## src/rtl/gpio_cfg_pkg.sv

```systemverilog
// Shared constants, config-word field offsets and FSM states for the GPIO
// pad-control serial loader.
package gpio_cfg_pkg;

    localparam int unsigned MPRJ_IO_PADS = 38;
    localparam int unsigned CFG_BITS     = 13;

    localparam int unsigned CFG_MGMT_ENA    = 0;
    localparam int unsigned CFG_OUTENB      = 1;
    localparam int unsigned CFG_HOLDOVER    = 2;
    localparam int unsigned CFG_INP_DIS     = 3;
    localparam int unsigned CFG_IB_MODE_SEL = 4;
    localparam int unsigned CFG_ANALOG_EN   = 5;
    localparam int unsigned CFG_ANALOG_SEL  = 6;
    localparam int unsigned CFG_ANALOG_POL  = 7;
    localparam int unsigned CFG_SLOW_SEL    = 8;
    localparam int unsigned CFG_VTRIP_SEL   = 9;
    localparam int unsigned CFG_DM_LSB      = 10;

    typedef enum logic [2:0] {
        StIdle,
        StFetch,
        StShiftLo,
        StShiftHi,
        StLatchHi,
        StLatchLo,
        StDone
    } gpio_ldr_state_t;

    // Packs individual pad controls into one chain word.
    function automatic logic [CFG_BITS-1:0] cfg_word(
        input logic [2:0] dm,
        input logic       vtrip_sel,
        input logic       slow_sel,
        input logic       analog_pol,
        input logic       analog_sel,
        input logic       analog_en,
        input logic       ib_mode_sel,
        input logic       inp_dis,
        input logic       holdover,
        input logic       outenb,
        input logic       mgmt_ena
    );
        logic [CFG_BITS-1:0] w;
        w                   = '0;
        w[CFG_MGMT_ENA]     = mgmt_ena;
        w[CFG_OUTENB]       = outenb;
        w[CFG_HOLDOVER]     = holdover;
        w[CFG_INP_DIS]      = inp_dis;
        w[CFG_IB_MODE_SEL]  = ib_mode_sel;
        w[CFG_ANALOG_EN]    = analog_en;
        w[CFG_ANALOG_SEL]   = analog_sel;
        w[CFG_ANALOG_POL]   = analog_pol;
        w[CFG_SLOW_SEL]     = slow_sel;
        w[CFG_VTRIP_SEL]    = vtrip_sel;
        w[CFG_DM_LSB +: 3]  = dm;
        return w;
    endfunction

endpackage

```

## src/rtl/gpio_serial_clkdiv.sv

```systemverilog
// Down-counting phase timer: reload starts a CLK_DIV-cycle phase, tick marks
// its last cycle.
module gpio_serial_clkdiv #(
    parameter int unsigned CLK_DIV = 2
) (
    input  logic i_clk,
    input  logic i_rstn,
    input  logic i_reload,
    output logic o_tick
);

    localparam int unsigned CNT_W = $clog2(CLK_DIV + 1);

    logic [CNT_W-1:0] r_cnt;

    always_ff @(posedge i_clk) begin
        if (!i_rstn) begin
            r_cnt <= '0;
        end else if (i_reload) begin
            r_cnt <= CNT_W'(CLK_DIV - 1);
        end else if (r_cnt != '0) begin
            r_cnt <= r_cnt - 1'b1;
        end
    end

    assign o_tick = (r_cnt == '0);

endmodule

```

## src/rtl/gpio_serial_loader.sv

```systemverilog
// Shifts one configuration word per pad, farthest pad first and MSB first,
// into the pad-control daisy chain, then strobes the chain latch.
module gpio_serial_loader
    import gpio_cfg_pkg::*;
#(
    parameter int unsigned  TOTAL_PADS = MPRJ_IO_PADS,
    parameter int unsigned  CLK_DIV    = 2,
    localparam int unsigned IDX_W      = (TOTAL_PADS > 1) ? $clog2(TOTAL_PADS) : 1
) (
    input  logic                wb_clk_i,
    input  logic                wb_rstn_i,
    input  logic                start,
    output logic                busy,
    output logic                done,
    output logic [IDX_W-1:0]    cfg_rd_idx,
    input  logic [CFG_BITS-1:0] cfg_rd_data,
    output logic                serial_clock,
    output logic                serial_data_out,
    output logic                serial_load
);

    gpio_ldr_state_t     r_state;
    logic                r_start;
    logic [CFG_BITS-1:0] r_shift;
    logic [3:0]          r_bit_cnt;
    logic [IDX_W-1:0]    r_idx;
    logic                r_busy;
    logic                r_done;
    logic                r_sclk;
    logic                r_load;
    logic                w_tick;
    logic                w_reload;

    gpio_serial_clkdiv #(
        .CLK_DIV (CLK_DIV)
    ) u_clkdiv (
        .i_clk    (wb_clk_i),
        .i_rstn   (wb_rstn_i),
        .i_reload (w_reload),
        .o_tick   (w_tick)
    );

    // Every timed phase re-arms the divider on the cycle it hands over.
    always_comb begin
        w_reload = 1'b0;
        unique case (r_state)
            StFetch:                         w_reload = 1'b1;
            StShiftLo, StShiftHi, StLatchHi: w_reload = w_tick;
            default:                         w_reload = 1'b0;
        endcase
    end

    always_ff @(posedge wb_clk_i) begin
        if (!wb_rstn_i) begin
            r_state   <= StIdle;
            r_start   <= 1'b0;
            r_shift   <= '0;
            r_bit_cnt <= '0;
            r_idx     <= '0;
            r_busy    <= 1'b0;
            r_done    <= 1'b0;
            r_sclk    <= 1'b0;
            r_load    <= 1'b0;
        end else begin
            // Requests are only taken while idle; one captured request per run.
            r_start <= start && (r_state == StIdle) && !r_start;
            unique case (r_state)
                StIdle: begin
                    if (r_start) begin
                        r_state <= StFetch;
                        r_busy  <= 1'b1;
                        r_idx   <= IDX_W'(TOTAL_PADS - 1);
                    end
                end
                StFetch: begin
                    r_shift   <= cfg_rd_data;
                    r_bit_cnt <= 4'(CFG_BITS - 1);
                    r_state   <= StShiftLo;
                end
                StShiftLo: begin
                    if (w_tick) begin
                        r_sclk  <= 1'b1;
                        r_state <= StShiftHi;
                    end
                end
                StShiftHi: begin
                    if (w_tick) begin
                        r_sclk  <= 1'b0;
                        r_shift <= {r_shift[CFG_BITS-2:0], 1'b0};
                        if (r_bit_cnt != '0) begin
                            r_bit_cnt <= r_bit_cnt - 1'b1;
                            r_state   <= StShiftLo;
                        end else if (r_idx != '0) begin
                            r_idx   <= r_idx - 1'b1;
                            r_state <= StFetch;
                        end else begin
                            r_load  <= 1'b1;
                            r_state <= StLatchHi;
                        end
                    end
                end
                StLatchHi: begin
                    if (w_tick) begin
                        r_load  <= 1'b0;
                        r_state <= StLatchLo;
                    end
                end
                StLatchLo: begin
                    if (w_tick) begin
                        r_done  <= 1'b1;
                        r_busy  <= 1'b0;
                        r_state <= StDone;
                    end
                end
                StDone: begin
                    r_done  <= 1'b0;
                    r_idx   <= '0;
                    r_state <= StIdle;
                end
                default: r_state <= StIdle;
            endcase
        end
    end

    assign busy            = r_busy;
    assign done            = r_done;
    assign cfg_rd_idx      = r_idx;
    assign serial_clock    = r_sclk;
    assign serial_data_out = r_shift[CFG_BITS-1];
    assign serial_load     = r_load;

endmodule

```

## config.mk

```make
export PLATFORM = sky130hd
export DESIGN_NAME = gpio_serial_loader
export DESIGN_NICKNAME = d
export VERILOG_FILES = /design/src/rtl/gpio_cfg_pkg.sv /design/src/rtl/gpio_serial_clkdiv.sv /design/src/rtl/gpio_serial_loader.sv
export SDC_FILE = /design/constraint.sdc
export NUM_CORES = 1
export LEC_CHECK = 0
export CORE_UTILIZATION = 50
export CTS_CLUSTER_DIAMETER = 200
export DETAILED_ROUTE_END_ITERATION = 7
export DONT_BUFFER_PORTS = 1
export HOLD_SLACK_MARGIN = 0.06
export SETUP_SLACK_MARGIN = 0.5
export SLEW_MARGIN = 0
export SYNTH_ARGS = -nofsm -noshare
export SYNTH_HDL_FRONTEND = slang
export SYNTH_SLANG_ARGS = --single-unit
```

## constraint.sdc

```tcl
create_clock -name wb_clk_i -period 4.9 [get_ports wb_clk_i]
set_input_delay 0.735 -clock wb_clk_i [delete_from_list [all_inputs] [get_ports wb_clk_i]]
set_output_delay 0.735 -clock wb_clk_i [all_outputs]
set_load 0.01 [all_outputs]
```

==> metrics.md, run 1 <==
| Metric | Value |
|---|---|
| Diode count | 0 |
| CTS tree | yes |
| Final net count | 231 |
| WP data required | 5.14 ns |
| Area of the core | 3360 µm² |
| Area delta synth->final | 1.61% |
| Worst path max stage delay | 0.77 ns |
| Syn_nets | 241 |
| Distinct cell type count of the synthesized netlist | 55 |
| Detailed Route WL | 3.96 mm |
| Mapped Cells | 222 |
| CTS root buffer | clkbuf_4 |
| Crit path time final | 2.30 ns |
| Critical Path Source Type | flop |
| Synth Flop Type | dfxtp_1 |
| Synthesized area per cell | 8.03 µm² |
| Clock Path Buffers | 2 |
| Hold Fails Final Rpt | 0 |
| HPWL Detailed | 2.70 mm |
| Multi-input gate area | 993 µm² |
| Antenna Nets Post-Route | 0 |
| Setup CP Type | flop to flop |
| Area of the die | 3810 µm² |
| Critical path, cell by cell | inv_1 > ha_1 > inv_2 > a21oi_2 > nor2_1 > a311oi_1 |
| EDFF count, synth | 0 |
| Number of global-route vias before repair | 1370 |
| I/O Buffers | 0 |
| Antenna violations before repair | 0 |
| Reg area | 661 µm² |
| Num CTS Buffers | 5 |
| Synth async-reset ratio | 0% |
| Status | finished, final reports clean |
| Area contributors post-synth | dfxtp_1, a311oi_1, nand2_1, nor2_1, a21oi_1 |
| Layout cells sized above 1 | 7.98% |
| Final Cycle Share | 47.0% |
| Fillcell total | 357 |
| Final-report setup violation count | 0 |
| CTS H-Tree Depth | 2 |
| HP Class | flop to flop |
| CTS Hold Buffers Added | 0 |
| Largest net degree at the start of global routing | 27 |
| Total iterations of the first detailed-routing run | 4 |
| Critical path fanouts, max | 25 |
| Routed len/inst | 15.3 µm |
| Die X | 61.7 µm |
| Placed Area | 1760 µm² |
| Share of Yosys cell area claimed by the top area cell type | 37.1% |
| Iteration-0 DRC Markers | 73 |
| Clock slew at reported path FFs | 0.12 ns |
| RSZ-0062 raised after global routing | no |
| Max Cap Viol | 0 |
| Top delay family on crit path | compound AO/OA/AOI/OAI gates |
| Chip height | 61.7 µm |
| F_max | 0.435 GHz |
| Gr usage total | 22.8% |
| Most frequent cell after synthesis | dfxtp_1 |
| Setup TNS | 0 ns |
| Final Util | 53.9% |
| Pwr/cell area | 547 nW/µm² |
| Via density per instance | 6.06 |
| Crit-path slowest cell | a21oi_2 |
| Setup ws final | 2.60 ns |
| First-pass GRT wire length | 6.35 mm |
| Slew HR | 35.2% |
| Pwr Total | 0.991 mW |
| Post-synth top area cell | dfxtp_1 |
| Starting density of the core | 53.0% |
| GR Overflow Total | 0 |
| Post-layout instance count excluding filler cells | 259 |
| Max VDD drop | 0.205 mV |
| Synthesized flop and latch total | 33 |
| Clock sinks | 33 |
| Post-cts resize count | 0 |
| Static Leakage | 0.642 nW |
| DRC | 0 |
| Vias | 1569 |
| Final instance area | 1810 µm² |
| # Post-CTS Setup Buffers | 0 |
| Worst setup EP type | flop |
| Row count | 21 |
| Mapped Area | 1780 µm² |
| Worst-Skew Late Latency | 0.35 ns |
| GPL Wtd Cong | 0.922 |
| Worst Hold Slack | 0.461 ns |
| Slew Viols, Final | 0 |
| Synth cell count leaders | dfxtp_1, nand2_1, nor2_1 |
| # IOs | 27 |
| Dpl ws | 2.57 ns |
| Sum of buffers and inverters on the critical path | 2 |
| Worst Path Arrival | 2.54 ns |
| Actual slew at the worst max-slew pin | 0.971 ns |
| Synthesis Warnings | 0 |
| Placed insts | 251 |
| Seq/Total Area, Yosys | 37.1% |
| Clk_skew | 0.00881 ns |
==> worst paths after layout <==
| path | startpoint | end | slack, ns | cells after the start |
|---|---|---|---|---|
| setup / recovery | u_clkdiv.r_cnt[0] | r_shift[6] | 2.60 | 6 |
| hold / removal | r_start | r_start | 0.46 | 1 |
| setup reg to reg | u_clkdiv.r_cnt[0] | r_shift[6] | 2.60 | 6 |
| hold reg to reg | r_start | r_start | 0.46 | 1 |
==> area by class of cell <==
class	instances	area share [%]
flip-flops and latches	33	36.5
multi-input cells	160	54.8
clock buffers	5	2.07
clock inverters	3	0.967
inverters	12	2.49
well taps	46	3.18
==> where the power goes <==
part | internal, mW | switching, mW | total (mW)
logic | 0.162 | 0.238 | 0.401
registers | 0.342 | 0.0901 | 0.433
clock network | 0.0541 | 0.103 | 0.157
total | 0.559 | 0.432 | 0.991
==> worst reg2reg max path, delay by kind of cell, from the launching register on <==
family / cells / cell delay, ns
compound gates: 2 / 1.06
buf+inv: 2 / 0.24
fa+ha+maj: 1 / 0.47
flops: 1 / 0.33
simple gates: 1 / 0.09
==> metal layers <==
metal	vias up	part of all wire, %	global-route usage, %
met5	-	0	0
met4	0	1.6	8.25
met1	721	49	31.5
li1	795	-	-
met3	8	5.6	8.49
met2	45	44	32.6
==> cell usage in the layout (no fill, tap or decap), types with 5 or more instances in the layout <==
cell type | synthesis | final
dfxtp_1 | 33 | 33
nand2_1 | 28 | 28
nor2_1 | 23 | 23
a21oi_1 | 15 | 15
a311oi_1 | 13 | 13
inv_1 | 10 | 10
o21ai_1 | 6 | 6
o21ai_0 | 6 | 6
nor3_1 | 5 | 5
clkbuf_4 | 0 | 5
==> state kept, by name, summed over array words and instances, names as in the netlist <==
signal          count
r_shift            13
serial_load         1
u_clkdiv.r_cnt      2
r_bit_cnt           4
r_start             1
done                1
r_state             3
cfg_rd_idx          6
busy                1
serial_clock        1
==> logic make-up (layout without fill, tap and decap cells) <==
kind of cell	count (synthesis)	after routing	synth area share [%]
simple gates	85	85	24.7
compound gates	68	68	26.9
flops	33	33	37.1
buf+inv	29	20	7.23
xor+xnor	4	4	1.96
fa+ha+maj	3	3	2.11
Power figures use the tool's default switching activity.
==> run 2: changes to the inputs <==
--- a/config.mk
+++ b/config.mk
@@ -10,6 +10,7 @@
 export DETAILED_ROUTE_END_ITERATION = 7
 export DONT_BUFFER_PORTS = 1
 export HOLD_SLACK_MARGIN = 0.06
+export PLACE_DENSITY = 0.68
 export SETUP_SLACK_MARGIN = 0.5
 export SLEW_MARGIN = 0
 export SYNTH_ARGS = -nofsm -noshare
==> constraint.sdc (replaced) <==
create_clock -name wb_clk_i -period 2.1 [get_ports wb_clk_i]
set_input_delay 0.315 -clock wb_clk_i [delete_from_list [all_inputs] [get_ports wb_clk_i]]
set_output_delay 0.315 -clock wb_clk_i [all_outputs]
set_load 0.01 [all_outputs]
==> run 2 against run 1 <==
  * Final area increased by 24%
  * Sequential cell count did not move
  * Clock skew up 0.0050 ns
  * Sequential share of layout area shrank 6.0 points
  * Routed wire length is 26% higher
  * Worst hold slack got worse by 0.38 ns
  * First-iteration DRC count is 130% higher
  * Largest power group is now combinational cells
==> metrics.md, run 2 (synthesis gave the netlist of run 1 again) <==
| Metric | Value |
|---|---|
| Status | finished, final reports clean |
| Worst Hold Depth | 2 (+1) |
| Chip height | 61.7 µm (unchanged) |
| Flop2flop setup slack | 0.52 ns (-2.08 ns) |
| F_max | 0.631 GHz (+45%) |
| Final-report setup violation count | 0 (unchanged) |
| Area of the die | 3810 µm² (unchanged) |
| FF-to-FF Start | u_clkdiv.r_cnt[1] |
| Antenna Nets Post-Route | 0 (unchanged) |
| Slew HR | 78.7% (+43 points) |
| Worst min-delay path startpoint | wb_rstn_i |
| RR Endpoint | cfg_rd_idx[1] |
| Static Leakage | 0.841 nW (+31%) |
| GR Overflow Total | 0 (unchanged) |
| Max VDD drop | 0.550 mV (+170%) |
| DRC | 0 (unchanged) |
| Critical path, cell by cell | inv_1 > ha_4 > and4bb_4 > o21ai_2 > or4_1 > a21oi_2 |
| Area delta synth->final | 25.7% |
| WP data required | 2.39 ns (-2.75 ns) |
| Clk_skew | 0.0138 ns (+0.00503 ns) |
| Starting density of the core | 53.0% (unchanged) |
| Worst Path Arrival | 1.87 ns (-0.67 ns) |
| Final Cycle Share | 75.5% (+28 points) |
| HPWL Detailed | 2.91 mm (+7.5%) |
| Sum of buffers and inverters on the critical path | 1 (-1) |
| Row count | 21 (unchanged) |
| HP Class | input pin to flop |
| Antenna violations before repair | 0 (unchanged) |
| Setup CP Type | flop to flop |
| I/O Buffers | 0 (unchanged) |
| GPL Wtd Cong | 0.863 (-6.5%) |
| RSZ-0062 raised after global routing | yes |
| CTS tree | yes |
| Crit-path slowest cell | or4_1 |
| CTS H-Tree Depth | 2 (unchanged) |
| Detailed Route WL | 4.98 mm (+26%) |
| Num CTS Buffers | 5 (unchanged) |
| Number of global-route vias before repair | 1519 (+11%) |
| Crit path time final | 1.58 ns (-0.716 ns) |
| R2R cell count | 6 (unchanged) |
| Top delay family on crit path | simple AND/OR/NAND/NOR gates |
| First-pass GRT wire length | 7.05 mm (+11%) |
| Die X | 61.7 µm (unchanged) |
| Clock Path Buffers | 2 (unchanged) |
| Slew Viols, Final | 0 (unchanged) |
| Reg with most FFs | r_shift |
| Critical Path Source Type | flop |
| Critical path fanouts, max | 5 (-80%) |
| Worst Hold Slack | 0.0800 ns (-0.381 ns) |
| Setup TNS | 0 ns (unchanged) |
| Worst setup EP type | flop |
| Clock sinks | 33 (unchanged) |
| Hold Fails Final Rpt | 0 (unchanged) |
| Most frequent cells in the layout | nand2_1, nor2_1, dfxtp_1 |
| Via density per instance | 6.18 (+2.0%) |
| Final net count | 258 (+12%) |
| CTS root buffer | clkbuf_4 |
| Routed len/inst | 17.4 µm (+14%) |
| Largest register FFs | 13 (unchanged) |
| Vias | 1767 (+13%) |
| Worst-Skew Late Latency | 0.35 ns (about the same) |
| Commonest non-fill, non-tap cell in the layout | nand2_1 |
| Pwr/cell area | 1280 nW/µm² (+130%) |
| Layout cells sized above 1 | 32.1% (+24 points) |
| # IOs | 27 (unchanged) |
| Iteration-0 DRC Markers | 168 (+130%) |
| Area of the core | 3360 µm² (unchanged) |
| Min-Delay Endpoint | r_start |
| Gr usage total | 25.6% (+2.8 points) |
| Final Util | 66.6% (+13 points) |
| Largest net degree at the start of global routing | 21 (-22%) |
| Worst path max stage delay | 0.42 ns (-0.35 ns) |
| Clock slew at reported path FFs | 0.11 ns (about the same) |
| Max Cap Viol | 0 (unchanged) |
| Diode count | 0 (unchanged) |
| Total iterations of the first detailed-routing run | 4 (unchanged) |
| Actual slew at the worst max-slew pin | 0.316 ns (-0.655 ns) |
## run 2: how the worst max path moves through the flow
stage	start	end	cells after the start
after global placement	r_state[0]	cfg_rd_idx[1]	4
after floorplan	cfg_rd_idx[2]	cfg_rd_idx[3]	5
after CTS	u_clkdiv.r_cnt[0]	cfg_rd_idx[1]	6
after global routing	r_state[0]	cfg_rd_idx[1]	4
final	u_clkdiv.r_cnt[1]	cfg_rd_idx[1]	6
after detailed placement	r_state[0]	r_shift[11]	4
## run 2: worst register-to-register path, stage by stage, from the launching register on
cell and delay (ns):
dfxtp_2 0.34, inv_1 0.09, ha_4 0.15, and4bb_4 0.29, o21ai_2 0.08, or4_1 0.42, a21oi_2 0.15
## run 2: routing by layer
metal	vias up	global-route usage [%]	wire length, µm
li1	844	-	-
met1	837	32.8	2080
met2	74	41.2	2440
met3	12	7.04	351
met4	0	9.84	104
met5	-	0	0
## run 2: what timing repair did
item | CTS | global route
buffers inserted | 6 | 10
endpoints found under the setup margin | 27 | 27
pin swaps | 4 | 13
hold endpoints to repair | 0 | 1
resized for setup | 26 | 30
hold buffers | 0 | 1
cloned | 2 | 0
## run 2: layout make-up
| cell class | count | area, µm² |
|---|---|---|
| clock buffers | 5 | 37.5 |
| clock inverters | 3 | 17.5 |
| fillers | 288 | 1120 |
| inverters | 12 | 45.0 |
| multi-input cells | 160 | 1170 |
| flip-flops and latches | 33 | 683 |
| well taps | 46 | 57.6 |
| repair buffers | 27 | 225 |
## run 2: per-stage QoR
step                      worst slack (ns)  cell area (µm²)  power [mW]  instances
after CTS                            0.442             2020        2.60        275
after detailed placement             0.280             1820        2.02        259
after global routing                 0.461             2240        3.05        286
final                                0.515             2240        2.88        286
after floorplan                      0.523             1790        1.80        222
after global placement               0.324             1820        1.98        259
## run 2: power breakdown
| part | internal [mW] | switching (mW) | total, mW | leakage (nW) |
|---|---|---|---|---|
| logic | 0.705 | 0.797 | 1.50 | 0.535 |
| registers | 0.812 | 0.196 | 1.01 | 0.275 |
| clock network | 0.126 | 0.239 | 0.365 | 0.0310 |
| total | 1.64 | 1.23 | 2.88 | 0.841 |
